===== src/rtl/tone_sequencer.sv =====
// -----------------------------------------------------------------------------
// tone_sequencer
//   Plays a sequence of notes read from an external combinational note ROM.
//   Each ROM word is {end, dur[3:0], div[BW-1:0]}. A note lasts
//   (dur+1)*(tick_max+1) clocks and is rendered as a square wave of period
//   div clocks. A div of 0 or 1 is a rest. An optional silent gap of
//   GAP_CYCLES clocks follows every note.
//
// Ports
//   clk_i       : clock, all state changes on the rising edge
//   rst_ni      : asynchronous active-low reset, release synchronised inside
//   start_i     : one-cycle pulse, starts playback at address 0 (IDLE only)
//   stop_i      : aborts playback, returns to IDLE (wins over start_i)
//   loop_i      : restart at address 0 after the end note instead of stopping
//   tick_max_i  : tempo tick period minus 1, captured at every LOAD
//   rom_addr_o  : note address to the external ROM
//   rom_data_i  : ROM word for rom_addr_o, same cycle
//   sound_o     : registered square-wave output
//   busy_o      : high whenever the sequencer is not IDLE
//   done_o      : one-cycle pulse when a non-looping sequence completes
// -----------------------------------------------------------------------------
module tone_sequencer #(
  parameter int BW         = 16,
  parameter int AW         = 6,
  parameter int TICK_BW    = 24,
  parameter int GAP_CYCLES = 0
) (
  input  logic               clk_i,
  input  logic               rst_ni,
  input  logic               start_i,
  input  logic               stop_i,
  input  logic               loop_i,
  input  logic [TICK_BW-1:0] tick_max_i,
  output logic [AW-1:0]      rom_addr_o,
  input  logic [BW+4:0]      rom_data_i,
  output logic               sound_o,
  output logic               busy_o,
  output logic               done_o
);

  typedef enum logic [1:0] {
    IDLE = 2'd0,
    LOAD = 2'd1,
    PLAY = 2'd2,
    GAP  = 2'd3
  } state_t;

  // Gap counter runs 0..GAP_CYCLES-1; keep at least one bit when unused.
  localparam int             GW       = (GAP_CYCLES > 1) ? $clog2(GAP_CYCLES) : 1;
  localparam logic [GW-1:0]  GAP_LAST = GW'(GAP_CYCLES - 1);

  // NOTE: reset asserts asynchronously but releases only after two clock
  // edges, so no flop leaves reset on an edge that races the release.
  logic [1:0] rst_sync_q;
  logic       rst_n;

  always_ff @(posedge clk_i or negedge rst_ni) begin
    if (!rst_ni) rst_sync_q <= '0;
    else         rst_sync_q <= {rst_sync_q[0], 1'b1};
  end

  assign rst_n = rst_sync_q[1];

  state_t             state_q, state_d;
  logic [AW-1:0]      addr_q, addr_d;
  logic [BW-1:0]      div_q, div_d;
  logic [BW-1:0]      pwm_q, pwm_d;
  logic [3:0]         dur_q, note_q;
  logic               end_q;
  logic [TICK_BW-1:0] tick_max_q, tick_q;
  logic [GW-1:0]      gap_q;
  logic               sound_q, sound_d;
  logic               done_q, done_d;

  logic tick_strobe, note_end, gap_last, decide, seq_last;

  // Status decode shared by the next-state and output logic.
  always_comb begin
    tick_strobe = (state_q == PLAY) && (tick_q == tick_max_q);
    note_end    = tick_strobe && (note_q == dur_q);
    gap_last    = (state_q == GAP) && (gap_q == GAP_LAST);
    // Next-note decision: straight from the note end, or after the gap.
    decide      = (GAP_CYCLES == 0) ? note_end : gap_last;
    seq_last    = end_q || (addr_q == {AW{1'b1}});
  end

  // State register.
  // NOTE: sequential state uses non-blocking assignments so every flop
  // samples the values from before the edge.
  always_ff @(posedge clk_i or negedge rst_n) begin
    if (!rst_n) state_q <= IDLE;
    else        state_q <= state_d;
  end

  // Next-state logic.
  // NOTE: every combinational output gets a default first, so no path can
  // leave it unassigned and infer a latch.
  always_comb begin
    state_d = state_q;
    unique case (state_q)
      IDLE: if (start_i) state_d = LOAD;
      LOAD: state_d = PLAY;
      PLAY: begin
        if (decide)        state_d = (seq_last && !loop_i) ? IDLE : LOAD;
        else if (note_end) state_d = GAP;
      end
      GAP:  if (decide)    state_d = (seq_last && !loop_i) ? IDLE : LOAD;
      default: state_d = IDLE;
    endcase
    if (stop_i) state_d = IDLE;
  end

  // Output and datapath next values.
  always_comb begin
    busy_o = (state_q != IDLE);
    done_d = decide && seq_last && !loop_i && !stop_i;

    addr_d = addr_q;
    if (stop_i || (state_q == IDLE && start_i)) addr_d = '0;
    else if (decide)                            addr_d = seq_last ? '0 : addr_q + AW'(1);

    div_d = (state_q == LOAD) ? rom_data_i[BW-1:0] : div_q;

    pwm_d = pwm_q;
    if (state_q == LOAD) begin
      pwm_d = '0;
    end else if (state_q == PLAY) begin
      // Rests (div 0/1) hold the counter at 0 instead of wrapping below zero.
      if (div_q <= BW'(1) || pwm_q == div_q - BW'(1)) pwm_d = '0;
      else                                             pwm_d = pwm_q + BW'(1);
    end

    // Computed from next-cycle values so sound_o is aligned with PLAY cycles
    // and is low in every other state. div>>1 is 0 for a rest.
    sound_d = (state_d == PLAY) && (pwm_d < (div_d >> 1));
  end

  // Datapath registers.
  always_ff @(posedge clk_i or negedge rst_n) begin
    if (!rst_n) begin
      addr_q     <= '0;
      div_q      <= '0;
      pwm_q      <= '0;
      dur_q      <= '0;
      note_q     <= '0;
      end_q      <= 1'b0;
      tick_max_q <= '0;
      tick_q     <= '0;
      gap_q      <= '0;
      sound_q    <= 1'b0;
      done_q     <= 1'b0;
    end else begin
      addr_q  <= addr_d;
      div_q   <= div_d;
      pwm_q   <= pwm_d;
      sound_q <= sound_d;
      done_q  <= done_d;
      if (state_q == LOAD) begin
        dur_q      <= rom_data_i[BW+3:BW];
        end_q      <= rom_data_i[BW+4];
        tick_max_q <= tick_max_i;
        tick_q     <= '0;
        note_q     <= '0;
      end else if (state_q == PLAY) begin
        tick_q <= tick_strobe ? '0 : tick_q + TICK_BW'(1);
        // Hold on the final strobe so the note counter never passes dur.
        if (tick_strobe && !note_end) note_q <= note_q + 4'd1;
        if (note_end)                 gap_q  <= '0;
      end else if (state_q == GAP) begin
        gap_q <= gap_q + GW'(1);
      end
    end
  end

  assign rom_addr_o = addr_q;
  assign sound_o    = sound_q;
  assign done_o     = done_q;

endmodule


===== config.mk =====
export PLATFORM = sky130hd
export DESIGN_NAME = tone_sequencer
export DESIGN_NICKNAME = d
export VERILOG_FILES = /design/src/rtl/tone_sequencer.sv
export SDC_FILE = /design/constraint.sdc
export NUM_CORES = 1
export LEC_CHECK = 0
export ABC_AREA = 1
export CAP_MARGIN = 20
export CORE_MARGIN = 2
export CORE_UTILIZATION = 55
export CTS_CLUSTER_DIAMETER = 80
export CTS_CLUSTER_SIZE = 28
export DETAILED_ROUTE_END_ITERATION = 10
export PLACE_DENSITY_LB_ADDON = 0.05
export SLEW_MARGIN = 10
export SYNTH_ARGS = -nofsm -noshare
export SYNTH_HDL_FRONTEND = slang
export SYNTH_SLANG_ARGS = --single-unit

===== constraint.sdc =====
create_clock -name clk_i -period 4.9 [get_ports clk_i]
set_input_delay 0.735 -clock clk_i [delete_from_list [all_inputs] [get_ports clk_i]]
set_output_delay 0.735 -clock clk_i [all_outputs]
set_load 0.02 [all_outputs]

==> results of run 1 <==
[registers in the layout, indices dropped and copies added, names as in the netlist]
register and count:
rst_sync_q 2, done_o 1, rom_addr_o 6, state_q 2, sound_o 1, note_q 4, dur_q 4, pwm_q 16
tick_q 24, div_q 16, tick_max_q 24, end_q 1
[cell families after synthesis]
| logic type | Yosys count | synth area share, % |
|---|---|---|
| compound gates | 122 | 10.8 |
| xor+xnor | 33 | 4.55 |
| fa+ha+maj | 25 | 4.93 |
| buf+inv | 144 | 8.65 |
| flops | 101 | 39.8 |
| other cells | 1 | 0.0591 |
| simple gates | 423 | 31.3 |
[worst max path at each step]
| stage | cells after the start | slack [ns] | end | startpoint |
|---|---|---|---|---|
| finish | 22 | 1.80 | sound_o | div_q[0] |
| global route | 15 | 1.41 | sound_o | state_q[0] |
| CTS | 15 | 1.80 | sound_o | state_q[0] |
| detailed placement | 15 | 1.80 | sound_o | state_q[0] |
| global placement | 15 | 1.94 | sound_o | state_q[0] |
| floorplan | 0 | 1.88 | div_q[0] | rst_sync_q[1] |
[per-stage QoR]
step	util [%]	total power, mW	area (um2)	std cells	setup slack, ns
final	65.4	4.03	7410	1051	1.80
after global routing	65.4	4.39	7410	1051	1.41
after CTS	65.4	4.04	7410	1051	1.80
after detailed placement	62.5	3.21	7070	1035	1.80
after global placement	62.5	3.15	7070	1035	1.94
after floorplan	-	2.68	6350	849	1.88
[per-layer routing]
| layer | vias up | global-route usage, % | share of wire, % |
|---|---|---|---|
| li1 | 2858 | - | - |
| met1 | 2621 | 38.5 | 47 |
| met2 | 195 | 40.6 | 44 |
| met3 | 27 | 5.50 | 6.8 |
| met4 | 0 | 9.63 | 2.2 |
| met5 | - | 0 | 0 |
[cells in the mapped netlist (7+ instances only)]
cell type	instances	area share (%)
a21oi_1	26	2.0
xor2_1	20	2.8
inv_1	106	6.3
nor2_1	78	4.6
inv_2	16	0.95
o21ai_0	62	4.9
nor4_1	7	0.69
nor2_2	7	0.69
ha_1	25	4.9
nand2_1	201	12
o22ai_1	7	0.69
xnor2_1	13	1.8
nor3_1	30	2.4
nand4_1	18	1.8
clkbuf_1	17	1.0
nand3_1	31	2.4
or2_2	14	1.4
dfrtp_1	101	40
[worst max-delay path, stage by stage (launching register included)]
cell,delay (ns)
dfrtp_1,0.41
inv_2,0.12
ha_1,0.22
nand2_1,0.16
nor2_2,0.21
nand2_1,0.07
nand2_1,0.06
nand2_1,0.04
nand2_1,0.06
inv_1,0.03
nand3_1,0.05
nor2_1,0.04
nand2_1,0.05
nand2_1,0.05
nand2_1,0.12
inv_2,0.13
a211oi_1,0.26
ha_1,0.30
a21oi_1,0.15
nor2_1,0.05
a211oi_1,0.18
nand2_1,0.10
a21oi_1,0.14
[where the power goes]
group          switching [mW]  total, mW  internal, mW  leakage (nW)
combinational            1.17       1.80         0.627          1.99
sequential              0.308       1.43          1.12          1.30
clock                   0.340      0.809         0.469         0.162
[cell type report]
cell class	instances	area, um2	share of cell area [%]
multi-input cells	604	3280	44.2
flip-flops and latches	101	2530	34.2
repair buffers	63	618	8.35
inverters	124	470	6.35
clock buffers	11	243	3.28
well taps	143	179	2.42
clock inverters	5	88.8	1.20
==> load_flow_metrics.sql, run 1 <==
INSERT INTO impl_metrics (metric_group, metric, value, unit) VALUES
('run_status', 'status', 'finished, final reports clean', ''),
('final_layout', 'final_net_count', '978', ''),
('yosys', 'seq_area_frac_synth', '39.8', '%'),
('final_layout', 'n_fill_cell', '981', ''),
('final_layout', 'layout-area-overhead-vs-synth', '16.6', '%'),
('worst_setup_path', 'cp_data_required_time', '5.18', 'ns'),
('cts', 'clock-sinks', '101', ''),
('cts', 'clock_tree.root_cell', 'clkbuf_16', ''),
('floorplan', 'die-area', '12400', 'um2'),
('sta', 'tns', '0', 'ns'),
('sta', 'maxSlewHeadroom', '38.5', '%'),
('cts', 'worstSkewPairLatency', '0.36', 'ns'),
('sta', 'max_freq', '322', 'MHz'),
('placement', 'gpl.final_weighted_congestion', '0.956', ''),
('yosys', 'synth-edff-count', '0', ''),
('floorplan', 'ios', '59', ''),
('sta', 'period_share', '63.4', '%'),
('drt', 'first_iter_violations', '411', ''),
('cts', 'cts_buffers', '9', ''),
('drt', 'totalWireLength', '15800', 'um'),
('placement', 'detailed_place_hpwl', '11600', 'um'),
('drt', 'vias_after_detailed_routing', '5701', ''),
('final_layout', 'total_inserted_antenna_cells', '0', ''),
('yosys', 'synthesis.yosys.warnings', '0', ''),
('min_path', 'timing.hold.worst.class', 'register to register', ''),
('worst_setup_path', 'reg2reg_setup_slack', '1.80', 'ns'),
('yosys', 'synth.ff_latch_count', '101', ''),
('sta', 'grt_setup_unrepaired', 'false', ''),
('yosys', 'synth_flop_cell', 'dfrtp_1', ''),
('floorplan', 'initial_core_util', '56.1', '%'),
('sta', 'layout_min_cycle_time', '3.10', 'ns'),
('cts', 'holdBufCountCts', '0', ''),
('cts', 'cts_resized', '0', ''),
('power_and_ir_drop', 'power_density', '544', 'nW/um2'),
('worst_setup_path', 'timing.critical_path.fanout_max', '13', ''),
('cts', 'cts_htree_levels', '3', ''),
('sta', 'report.final.setup_viol', '0', ''),
('min_path', 'worstHoldStart', 'rst_sync_q[0]', ''),
('sta', 'timing_worst_slew_pin_value', '0.923', 'ns'),
('placement', 'portBuffers', '58', ''),
('run', 'max-cap-violations', '0', ''),
('final_layout', 'post_route_cells_drive_above_1_share', '9.69', '%'),
('cts', 'cts.path.max_buffers', '2', ''),
('final_layout', 'layout.cells.most_common', 'nand2_1', ''),
('sta', 'timing.final.hold_violations', '0', ''),
('yosys', 'synth_async_reset_ratio', '100', '%'),
('drt', 'drc_errors', '0', ''),
('cts', 'clk_pin_slew', '0.07', 'ns'),
('worst_setup_path', 'worstSetupEndpointType', 'register', ''),
('floorplan', 'die_w', '111', 'um'),
('drt', 'route.antenna.remaining_nets', '0', ''),
('drt', 'route.detailed.wl_per_inst', '15.0', 'um'),
('sta', 'clock-skew-final', '0.00956', 'ns'),
('worst_setup_path', 'critical_path_arrival', '3.39', 'ns'),
('worst_setup_path', 'worst_r2r_path_depth', '22', ''),
('sta', 'final-max-slew-violation-count', '0', ''),
('floorplan', 'die-height', '111', 'um'),
('drt', 'viasPerCell', '5.42', ''),
('cts', 'tritoncts_clock_tree', 'yes', ''),
('yosys', 'netlist_area_pre_place', '6350', 'um2'),
('worst_setup_path', 'crit_type', 'register to register', ''),
('floorplan', 'design.core.area', '11300', 'um2'),
('min_path', 'hold_depth', '0', ''),
('yosys', 'post_synth.cell_area_avg', '7.48', 'um2'),
('power_and_ir_drop', 'leakagePower', '3.45', 'nW'),
('yosys', 'synth_nets', '924', ''),
('global_route', 'grt_start_max_net_pins', '80', ''),
('global_route', 'first_pass_grt_wire_length', '26800', 'um'),
('final_layout', 'mostFrequentLayoutCells', 'nand2_1, inv_1, dfrtp_1, nor2_1, o21ai_0', ''),
('power_and_ir_drop', 'peakVddDrop', '376', 'uV'),
('yosys', 'syn_inst', '849', ''),
('global_route', 'initial_antenna_violation_count', '0', ''),
('worst_setup_path', 'endpoint_of_the_most_critical_register_to_register_path', 'sound_o', ''),
('sta', 'hold-worst-slack', '0.360', 'ns'),
('global_route', 'gr-total-overflow', '0', ''),
('yosys', 'yosysUniqueCellTypes', '45', ''),
('worst_setup_path', 'r2r_start', 'div_q[0]', ''),
('global_route', 'grt.total_usage', '26.8', '%'),
('min_path', 'hold-path-endpoint', 'rst_sync_q[1]', ''),
('global_route', 'grt_pass1_vias', '5569', ''),
('worst_setup_path', 'critical_path.startpoint_type', 'register', ''),
('drt', 'first_pass_iters', '5', ''),
('cts', 'cts_setup_buffers', '0', ''),
('floorplan', 'rows', '39', '');
Note: power is estimated with default switching activity, not from simulation.
==> inputs of run 2 (changes only) <==
Clock period 4.9 ns to 3.2 ns, I/O delays scaled along.
==> run 2 against run 1 <==
First-iteration DRC count is 19% higher. Clock power rose by 48%. Critical path depth is the same. Sequential power rose by 53%. Clock skew decreased by 0.0036 ns. Worst hold slack lost 0.077 ns. Global-route usage rose by 0.64 points. Flip-flop and latch count is the same. Largest power group unchanged. Highest routed layer unchanged.
==> load_flow_metrics.sql, run 2 (synthesized netlist as in run 1, its figures left out) <==
INSERT INTO impl_metrics (metric_group, metric, value, unit) VALUES
('power_and_ir_drop', 'peakVddDrop', '566', 'uV'),
('cts', 'cts.path.max_buffers', '2', ''),
('final_layout', 'mostFrequentLayoutCells', 'nand2_1, inv_1, dfrtp_1, nor2_1, o21ai_0', ''),
('worst_setup_path', 'timing.critical_path.fanout_max', '13', ''),
('final_layout', 'n_fill_cell', '962', ''),
('placement', 'gpl.final_weighted_congestion', '0.962', ''),
('drt', 'totalWireLength', '16200', 'um'),
('worst_setup_path', 'r2r_start', 'div_q[0]', ''),
('floorplan', 'die-height', '111', 'um'),
('cts', 'cts_htree_levels', '3', ''),
('run', 'max-cap-violations', '0', ''),
('drt', 'first_iter_violations', '488', ''),
('floorplan', 'ios', '59', ''),
('final_layout', 'layout-area-overhead-vs-synth', '18.2', '%'),
('cts', 'clock_tree.root_cell', 'clkbuf_16', ''),
('global_route', 'gr-total-overflow', '0', ''),
('drt', 'route.antenna.remaining_nets', '0', ''),
('power_and_ir_drop', 'total_power', '6.24', 'mW'),
('sta', 'period_share', '90.3', '%'),
('worst_setup_path', 'cp_slowest_stage_delay', '0.40', 'ns'),
('placement', 'detailed_place_hpwl', '12100', 'um'),
('cts', 'clock-sinks', '101', ''),
('placement', 'portBuffers', '58', ''),
('sta', 'layout_min_cycle_time', '2.89', 'ns'),
('worst_setup_path', 'reg2reg_setup_slack', '0.31', 'ns'),
('final_layout', 'final_cells', '1054', ''),
('global_route', 'grt_pass1_vias', '5687', ''),
('placement', 'place_ws', '0.127', 'ns'),
('power_and_ir_drop', 'leakagePower', '3.47', 'nW'),
('sta', 'final-max-slew-violation-count', '0', ''),
('run_status', 'status', 'finished, final reports clean', ''),
('worst_setup_path', 'worst_r2r_path_depth', '22', ''),
('placement', 'post-place-cells', '1036', ''),
('drt', 'viasPerCell', '5.44', ''),
('drt', 'vias_after_detailed_routing', '5738', ''),
('final_layout', 'final_net_count', '981', ''),
('global_route', 'first_pass_grt_wire_length', '27400', 'um'),
('worst_setup_path', 'cp_data_required_time', '3.49', 'ns'),
('sta', 'tns', '0', 'ns'),
('final_layout', 'finalCoreUtilization', '66.3', '%'),
('cts', 'worstSkewPairLatency', '0.36', 'ns'),
('min_path', 'timing.hold.worst.class', 'input port to async pin', ''),
('sta', 'grt_setup_unrepaired', 'false', ''),
('final_layout', 'total_inserted_antenna_cells', '0', ''),
('sta', 'maxSlewHeadroom', '58.6', '%'),
('sta', 'layout_setup_ws', '0.311', 'ns'),
('sta', 'clock-skew-final', '0.00600', 'ns'),
('global_route', 'grt.total_usage', '27.4', '%'),
('worst_setup_path', 'worstSetupEndpointType', 'register', ''),
('drt', 'route.detailed.wl_per_inst', '15.4', 'um'),
('worst_setup_path', 'critical-path-top-cell-by-count', 'nand2_1', ''),
('drt', 'drc_errors', '0', ''),
('worst_setup_path', 'endpoint_of_the_most_critical_register_to_register_path', 'sound_o', ''),
('final_layout', 'layout.cells.most_common', 'nand2_1', ''),
('floorplan', 'initial_core_util', '56.1', '%'),
('worst_setup_path', 'crit_type', 'register to register', ''),
('sta', 'report.final.setup_viol', '0', ''),
('cts', 'tritoncts_clock_tree', 'yes', ''),
('power_and_ir_drop', 'power_density', '832', 'nW/um2'),
('global_route', 'initial_antenna_violation_count', '0', ''),
('floorplan', 'design.core.area', '11300', 'um2'),
('drt', 'first_pass_iters', '5', ''),
('floorplan', 'die-area', '12400', 'um2'),
('final_layout', 'post_route_cells_drive_above_1_share', '11.2', '%'),
('floorplan', 'rows', '39', ''),
('cts', 'cts_buffers', '9', ''),
('worst_setup_path', 'critical_path.slowest_cell', 'dfrtp_1', ''),
('worst_setup_path', 'ordered_list_of_cells_on_the_worst_path', 'inv_2 -> ha_4 -> nand2_2 -> nor2_4 -> nand2_1 -> nand2_1 -> nand2_1 -> nand2_1 -> inv_1 -> nand3_1 -> nor2_1 -> nand2_1 -> nand2_1 -> nand2_2 -> clkinv_4 -> a211oi_4 -> ha_1 -> a21oi_1 -> nor2_1 -> a211oi_1 -> nand2_1 -> a21oi_1', ''),
('sta', 'timing_worst_slew_pin_value', '0.617', 'ns'),
('sta', 'max_freq', '346', 'MHz'),
('floorplan', 'die_w', '111', 'um'),
('global_route', 'grt_start_max_net_pins', '58', ''),
('worst_setup_path', 'critical_path.startpoint_type', 'register', ''),
('final_layout', 'top_regs', 'tick_max_q: 24 flops, tick_q: 24 flops', ''),
('sta', 'timing.final.hold_violations', '0', ''),
('cts', 'clk_pin_slew', '0.07', 'ns'),
('worst_setup_path', 'critical_path_arrival', '3.17', 'ns');
-- run 2: cell types whose count changed in the layout (fill, tap and decap cells not counted), moves of 2 or more --
cell	previous run	this run
nand2_2	6	8
nor3_2	4	7
nor3_1	30	27
a211oi_1	4	2
clkinv_2	0	2
nand2_1	201	199
-- run 2: what timing repair did --
action,in CTS,in global routing
setup endpoints to repair,0,1
gates resized for setup,0,15
endpoints found under the hold margin,0,0
setup buffers,0,1
hold buffers,0,0
-- run 2: per-stage QoR --
| step | instance area, um2 | hold slack (ns) |
|---|---|---|
| after floorplan | 6350 | 0.184 |
| after global routing | 7500 | 0.271 |
| after CTS | 7420 | 0.279 |
| final | 7500 | 0.283 |
| after detailed placement | 7090 | 0.339 |
| after global placement | 7090 | 0.337 |
-- run 2: final cells by class --
cell class | count | area (um2) | area share [%]
clock buffers | 9 | 225 | 3.00
clock inverters | 7 | 96.3 | 1.28
inverters | 124 | 475 | 6.34
multi-input cells | 604 | 3340 | 44.5
flip-flops and latches | 101 | 2530 | 33.7
well taps | 143 | 179 | 2.38
repair buffers | 66 | 657 | 8.75
-- run 2: layer usage --
metal / part of all wire [%] / routed length (um) / track usage [%]
met2: 44 / 7090 / 41.4
met4: 2.0 / 317 / 9.71
met1: 47 / 7680 / 39.2
met3: 6.8 / 1100 / 6.21
met5: 0 / 0 / 0
-- run 2: where the power goes --
part / switching [mW] / leakage [nW] / internal [mW]
Clock: 0.508 / 0.160 / 0.690
Combinational: 1.85 / 2.02 / 1.00
Sequential: 0.479 / 1.30 / 1.71
-- run 2: how the worst max path moves through the flow --
stage	cells past startpoint	startpoint	to
after CTS	22	div_q[0]	sound_o
final	22	div_q[0]	sound_o
after floorplan	0	rst_sync_q[1]	div_q[0]
after global routing	22	div_q[0]	sound_o
after global placement	22	div_q[0]	sound_o
after detailed placement	22	div_q[0]	sound_o
-- run 2: critical path: cells and delay by family, from the launching register on --
family	cells	cell delay, ns
adder cells (fa/ha/maj)	2	0.47
AND/OR/NAND/NOR	13	0.96
AO/OA/AOI/OAI	4	0.68
flip-flops	1	0.40
buffers and inverters	3	0.31
==> inputs of run 3 (changes only) <==
Settings changed: SKIP_CTS_REPAIR_TIMING from default to 1.
==> results of run 3 <==
No change in the layout: final DEF, timing and power equal those of run 2.
